===== src/rtl/led_seq_pkg.sv =====
// rtl/led_seq_pkg.sv - shared mode and state encodings for the LED sequencer
package led_seq_pkg;

  // Run modes, latched on the IDLE to run transition
  localparam logic [1:0] MODE_FWD  = 2'b00;
  localparam logic [1:0] MODE_BWD  = 2'b01;
  localparam logic [1:0] MODE_PING = 2'b10;
  localparam logic [1:0] MODE_FILL = 2'b11;

  typedef enum logic [1:0] {
    ST_IDLE    = 2'd0,
    ST_RUN_FWD = 2'd1,
    ST_RUN_BWD = 2'd2,
    ST_DONE    = 2'd3
  } state_e;

endpackage


===== src/rtl/tick_prescaler.sv =====
// rtl/tick_prescaler.sv - divides the clock into position-step ticks while a run is active
module tick_prescaler #(
  parameter int TICK_DIV = 1
) (
  input  logic clk,
  input  logic rst_n,
  input  logic clr,
  input  logic run,
  output logic tick
);

  localparam int CW = (TICK_DIV > 1) ? $clog2(TICK_DIV) : 1;
  localparam logic [CW-1:0] CNT_LAST = CW'(TICK_DIV - 1);

  logic [CW-1:0] cnt_q, cnt_d;

  // The tick is the terminal count; with TICK_DIV = 1 it fires every run cycle
  assign tick = run && (cnt_q == CNT_LAST);

  // Next count: restart on clear, outside a run, and after every tick
  always_comb begin
    cnt_d = cnt_q;
    if (clr || !run || tick) begin
      cnt_d = '0;
    end else begin
      cnt_d = cnt_q + CW'(1);
    end
  end

  // Count register
  always_ff @(posedge clk or negedge rst_n) begin
    if (!rst_n) begin
      cnt_q <= '0;
    end else begin
      cnt_q <= cnt_d;
    end
  end

endmodule


===== src/rtl/led_sequencer.sv =====
// rtl/led_sequencer.sv - LED pattern sequencer with forward, backward, ping-pong and fill runs
module led_sequencer
  import led_seq_pkg::*;
#(
  parameter int N_LEDS   = 8,
  parameter int STEP     = 1,
  parameter int TICK_DIV = 1
) (
  input  logic              clk,
  input  logic              rst_n,
  input  logic              en,
  input  logic [1:0]        mode,
  output logic [N_LEDS-1:0] leds,
  output logic              busy,
  output logic              done
);

  localparam int PW = $clog2(N_LEDS);
  localparam logic [PW-1:0] POS_LAST   = PW'(N_LEDS - 1);
  localparam logic [PW:0]   STEP_W     = (PW + 1)'(STEP);
  localparam logic [PW-1:0] PING_START = (N_LEDS - 1 > STEP) ? PW'(N_LEDS - 1 - STEP) : '0;
  localparam logic [N_LEDS-1:0] LED_ONE  = N_LEDS'(1);
  localparam logic [N_LEDS-1:0] LED_ONES = '1;

  state_e            state_q, state_d;
  logic [PW-1:0]     pos_q, pos_d;
  logic [1:0]        mode_q, mode_d;
  logic [N_LEDS-1:0] leds_q, leds_d;
  logic              busy_q, busy_d;
  logic              done_q, done_d;

  logic              run;
  logic              clr;
  logic              tick;
  logic [PW:0]       pos_sum;
  logic [PW:0]       pos_diff;

  // Fill lights bits 0..p; every other mode lights only bit p
  function automatic logic [N_LEDS-1:0] pattern(input logic [PW-1:0] p, input logic [1:0] m);
    if (m == MODE_FILL) begin
      return ~(LED_ONES << ({1'b0, p} + (PW + 1)'(1)));
    end
    return LED_ONE << p;
  endfunction

  assign run  = (state_q == ST_RUN_FWD) || (state_q == ST_RUN_BWD);
  assign clr  = (state_q == ST_IDLE) || !en;

  // One extra bit so overshoot (sum) and underflow (borrow in diff) are visible before clamping
  assign pos_sum  = {1'b0, pos_q} + STEP_W;
  assign pos_diff = {1'b0, pos_q} - STEP_W;

  tick_prescaler #(
    .TICK_DIV (TICK_DIV)
  ) u_prescaler (
    .clk   (clk),
    .rst_n (rst_n),
    .clr   (clr),
    .run   (run),
    .tick  (tick)
  );

  // Next-state, position and registered-output logic; en low overrides everything
  always_comb begin
    state_d = state_q;
    pos_d   = pos_q;
    mode_d  = mode_q;
    leds_d  = leds_q;
    busy_d  = busy_q;
    done_d  = done_q;

    if (!en) begin
      state_d = ST_IDLE;
      pos_d   = '0;
      leds_d  = '0;
      busy_d  = 1'b0;
      done_d  = 1'b0;
    end else begin
      case (state_q)
        ST_IDLE: begin
          mode_d = mode;
          busy_d = 1'b1;
          if (mode == MODE_BWD) begin
            state_d = ST_RUN_BWD;
            pos_d   = POS_LAST;
          end else begin
            state_d = ST_RUN_FWD;
            pos_d   = '0;
          end
        end
        ST_RUN_FWD: begin
          if (tick) begin
            if (pos_q == POS_LAST) begin
              if (mode_q == MODE_PING) begin
                state_d = ST_RUN_BWD;
                pos_d   = PING_START;
              end else begin
                state_d = ST_DONE;
                busy_d  = 1'b0;
                done_d  = 1'b1;
              end
            end else if (pos_sum > {1'b0, POS_LAST}) begin
              pos_d = POS_LAST;
            end else begin
              pos_d = pos_sum[PW-1:0];
            end
          end
        end
        ST_RUN_BWD: begin
          if (tick) begin
            if (pos_q == '0) begin
              state_d = ST_DONE;
              busy_d  = 1'b0;
              done_d  = 1'b1;
            end else if (pos_diff[PW]) begin
              pos_d = '0;
            end else begin
              pos_d = pos_diff[PW-1:0];
            end
          end
        end
        default: begin
          state_d = ST_DONE;
        end
      endcase

      // Pattern tracks the position on the same edge; DONE keeps the final pattern
      if ((state_d == ST_RUN_FWD) || (state_d == ST_RUN_BWD)) begin
        leds_d = pattern(pos_d, mode_d);
      end
    end
  end

  // State, position and output registers
  always_ff @(posedge clk or negedge rst_n) begin
    if (!rst_n) begin
      state_q <= ST_IDLE;
      pos_q   <= '0;
      mode_q  <= MODE_FWD;
      leds_q  <= '0;
      busy_q  <= 1'b0;
      done_q  <= 1'b0;
    end else begin
      state_q <= state_d;
      pos_q   <= pos_d;
      mode_q  <= mode_d;
      leds_q  <= leds_d;
      busy_q  <= busy_d;
      done_q  <= done_d;
    end
  end

  assign leds = leds_q;
  assign busy = busy_q;
  assign done = done_q;

endmodule


===== config.mk =====
export PLATFORM = sky130hd
export DESIGN_NAME = led_sequencer
export DESIGN_NICKNAME = d
export VERILOG_FILES = /design/src/rtl/led_seq_pkg.sv /design/src/rtl/tick_prescaler.sv /design/src/rtl/led_sequencer.sv
export SDC_FILE = /design/constraint.sdc
export NUM_CORES = 1
export LEC_CHECK = 0
export BUFFER_PORTS_ARGS = -buffer_cell sky130_fd_sc_hd__buf_2
export CAP_MARGIN = 20
export CORE_ASPECT_RATIO = 1.25
export CORE_MARGIN = 5
export CORE_UTILIZATION = 40
export CTS_CLUSTER_SIZE = 14
export DETAILED_ROUTE_END_ITERATION = 16
export SYNTH_ARGS = -nofsm -noshare
export SYNTH_HDL_FRONTEND = slang
export SYNTH_SLANG_ARGS = --single-unit

===== constraint.sdc =====
create_clock -name clk -period 6.06 [get_ports clk]
set_input_delay 0.303 -clock clk [delete_from_list [all_inputs] [get_ports clk]]
set_output_delay 0.303 -clock clk [all_outputs]
set_load 0.05 [all_outputs]

==> results.toml <==
[die]
start_util_pct = 40.87
dieArea_um2 = 4824
placementRows = 24
core_region_area_um2 = 3453
fp.dieH_um = 76.41
io_pins = 15
die_x_um = 63.13

[grt]
grt_pass1_wl_mm = 5.664
grt_max_degree = 19
antenna_found_initial = 0
grt_usage_pct = 14.19
grt-ovfl-total = 0
grt_pass1_vias = 1250

[synth]
synth_commonest_cells = "dfrtp_1, ha_1, nand2_1"
synth_simple_gate_area_share_pct = 22.87
synth.most_common_cell = "dfrtp_1"
syn-num-nets = 180
synth_edf_count = 0
synth_xor_area_share_pct = 0
yosysWarnings = 0
synth_top_area_share_pct = 31.91
synth.mux.area_fraction_pct = 2.394
netlist_area_um2 = 1411
synth-adder-area-share_pct = 13.30
async_reset_ff_share_pct = 100.0
ys_ff_latch = 18
ys_seq_area_share_pct = 31.91
synthTopCellsByArea = "dfrtp_1, ha_1, a21oi_1, nand2_1, o21ai_0"
synth_compound_area_share_pct = 23.58
synth.avg_cell_area_um2 = 8.821
ys_types = 50
synth_ff_type = "dfrtp_1"
synth_top_family_by_area = "compound AO/OA/AOI/OAI gates"
yosysTopAreaCell = "dfrtp_1"
syn_inst = 160

[status]
status = "finished clean"

[power]
p_total_w = 0.0005306
powerDensity_nw_per_um2 = 338.5
p_int_w = 0.0002901
seq_power_share_pct = 30.5
irDropWorstVdd_mv = 0.1923
clkPwrFrac_pct = 18.6
p_comb_share_pct = 50.9
power.switching_w = 0.0002405
p_leak_nw = 0.7644
swShare_pct = 45.32

[timing]
hold_violations = 0
rsz0062_at_grt = "false"
maxSlewViolCount = 0
fin_crit_ps = 3497
worst-slew-pin-transition_ps = 727.0
finalClockSkew_ps = 5.080
max_slew_margin_pct = 51.21
fmax_mhz = 286.0
period_share_pct = 57.70
setup_viol = 0
tns_ps = 0

[layout]
n_antenna_cell = 0
area_growth_pct = 11.08
drive_gt1_share_pct = 16.57
fillers = 333
fin_nets = 196

[cts]
clockBufferDepth = 2
clock_sinks = 18
cts_buffers = 3
cts_tree = "yes"
clk_pin_slew_ps = 70
htree_num_levels = 1
clk_latency_ps = 260
cts_root_buf = "clkbuf_8"

[critical_path]
crit_family = "compound AO/OA/AOI/OAI gates"
cp_num_buf_inv = 2
cp_slowest_cell = "a21oi_1"
slowest_delay_ps = 420
r2r_cells = 12
cpMostUsedCell = "ha_1"
path_cells = "inv_1 > ha_1 > and2b_1 > o21ai_0 > a211o_1 > a21oi_1 > inv_1 > ha_1 > ha_1 > nand2b_1 > o21ai_0 > a21oi_1"
worst-path-stages = 12
r2r_end = "leds[3]"
rrSetupSlack_ps = 2560
crit_arrival_ps = 3630
required_ps = 6200
criticalPathCategory = "reg2reg"
cp_max_fo = 8
start_kind = "register"
end_kind = "register"
worstReg2RegStart = "state_q[0]"

[detailed_routing]
drtAntennaViolNets = 0
drc = 0
wl_met1_mm = 1.391
drtIter0Drc = 68
highest_layer = "met4"
dr_total_vias = 1248
routed_wl_mm = 3.313
wl_met3_um = 131
wl_met2_mm = 1.706
drt_pre_antenna_iters = 5
vias_per_cell = 5.832
wire_per_inst_um = 15.48

[worst_hold_path]
hold_path_depth = 2
worstHoldStart = "mode[1]"
holdCritPathClass = "in2reg"
hold_path_end = "mode_q[1]"

[run]
drv_cap = 0

[placed_design]
dp_hpwl_mm = 2.556
globalplace.congestion = 0.8182
portBuffers = 14
layout make-up:
type                    count  area, µm²  area share (%)
repair buffers             15      80.08           5.108
clock buffers               4      55.05           3.512
flip-flops and latches     18      450.4           28.73
inverters                  14      52.55           3.352
well taps                  39      48.80           3.113
multi-input cells         124      880.8           56.19
stage by stage:
stage | worst slack, ps | cells | instance area, µm² | util, % | hold slack, ps
floorplan | 2999 | 160 | 1411 | - | 7.409
global placement | 2786 | 209 | 1503 | 43.51 | 254.2
detailed placement | 2636 | 209 | 1503 | 43.51 | 262.8
CTS | 2626 | 214 | 1568 | 45.40 | 321.8
global route | 2379 | 214 | 1568 | 45.40 | 326.2
finish | 2563 | 214 | 1568 | 45.40 | 322.4
cells by family after synthesis:
group | Yosys count
multiplexers | 3
adder cells (fa/ha/maj) | 15
flip-flops | 18
other | 1
buffers and inverters | 18
AND/OR/NAND/NOR | 56
AO/OA/AOI/OAI | 49
state kept, by name, summed over array words and instances, names as in the netlist:
name / flops
busy: 1
done: 1
leds: 8
mode_q: 2
pos_q: 3
state_q: 2
u_prescaler.cnt_q: 1
routing by layer:
| metal | GRT usage [%] | vias to the layer above |
|---|---|---|
| met3 | 2.065 | 10 |
| met5 | 0 | - |
| met4 | 7.219 | 0 |
| met2 | 24.95 | 39 |
| met1 | 16.26 | 595 |
| li1 | - | 604 |
power groups by stage:
stage,combinational [W],clock (W),sequential (W)
after floorplan,0.000166,0,0.000211
after global placement,0.000265,0,0.000163
after detailed placement,0.000268,0,0.000164
after CTS,0.000270,0.000100,0.000162
after global routing,0.000295,0.000105,0.000165
final,0.000270,0.0000985,0.000162
how the worst max path moves through the flow:
stage	to	slack (ps)	start
6_report	leds[3]	2560	state_q[0]
5_1_grt	leds[3]	2380	state_q[0]
4_1_cts	leds[3]	2630	state_q[0]
3_5_place_dp	leds[3]	2640	state_q[0]
3_3_place_gp	leds[3]	2790	state_q[0]
2_1_floorplan	leds[0]	3000	state_q[0]
cells in the final DEF (no fill, tap or decap), types with 2 or more instances in the layout:
master    Yosys  layout
a211o_1       2       2
buf_2         1      14
nand3b_1      2       2
clkbuf_8      0       4
nand3_1       4       4
ha_1         15      15
nor3_1        2       2
o31ai_1       5       5
nor4_1        2       2
nand2_1      14      14
a31oi_1       2       2
nor2b_1       3       3
a21oi_1      13      13
nor2_1        9       9
dfrtp_1      18      18
inv_1        13      13
nand2b_1      5       5
o21ai_0      10      10
mux2_2        3       3
and2_1        2       2
o211ai_1      4       4
nor3b_1       2       2
what timing repair did:
item	CTS	global route
gates resized for setup	0	0
setup buffers	0	0
endpoints found under the hold margin	18	0
hold buffers	1	0
Power figures use the tool's default switching activity.
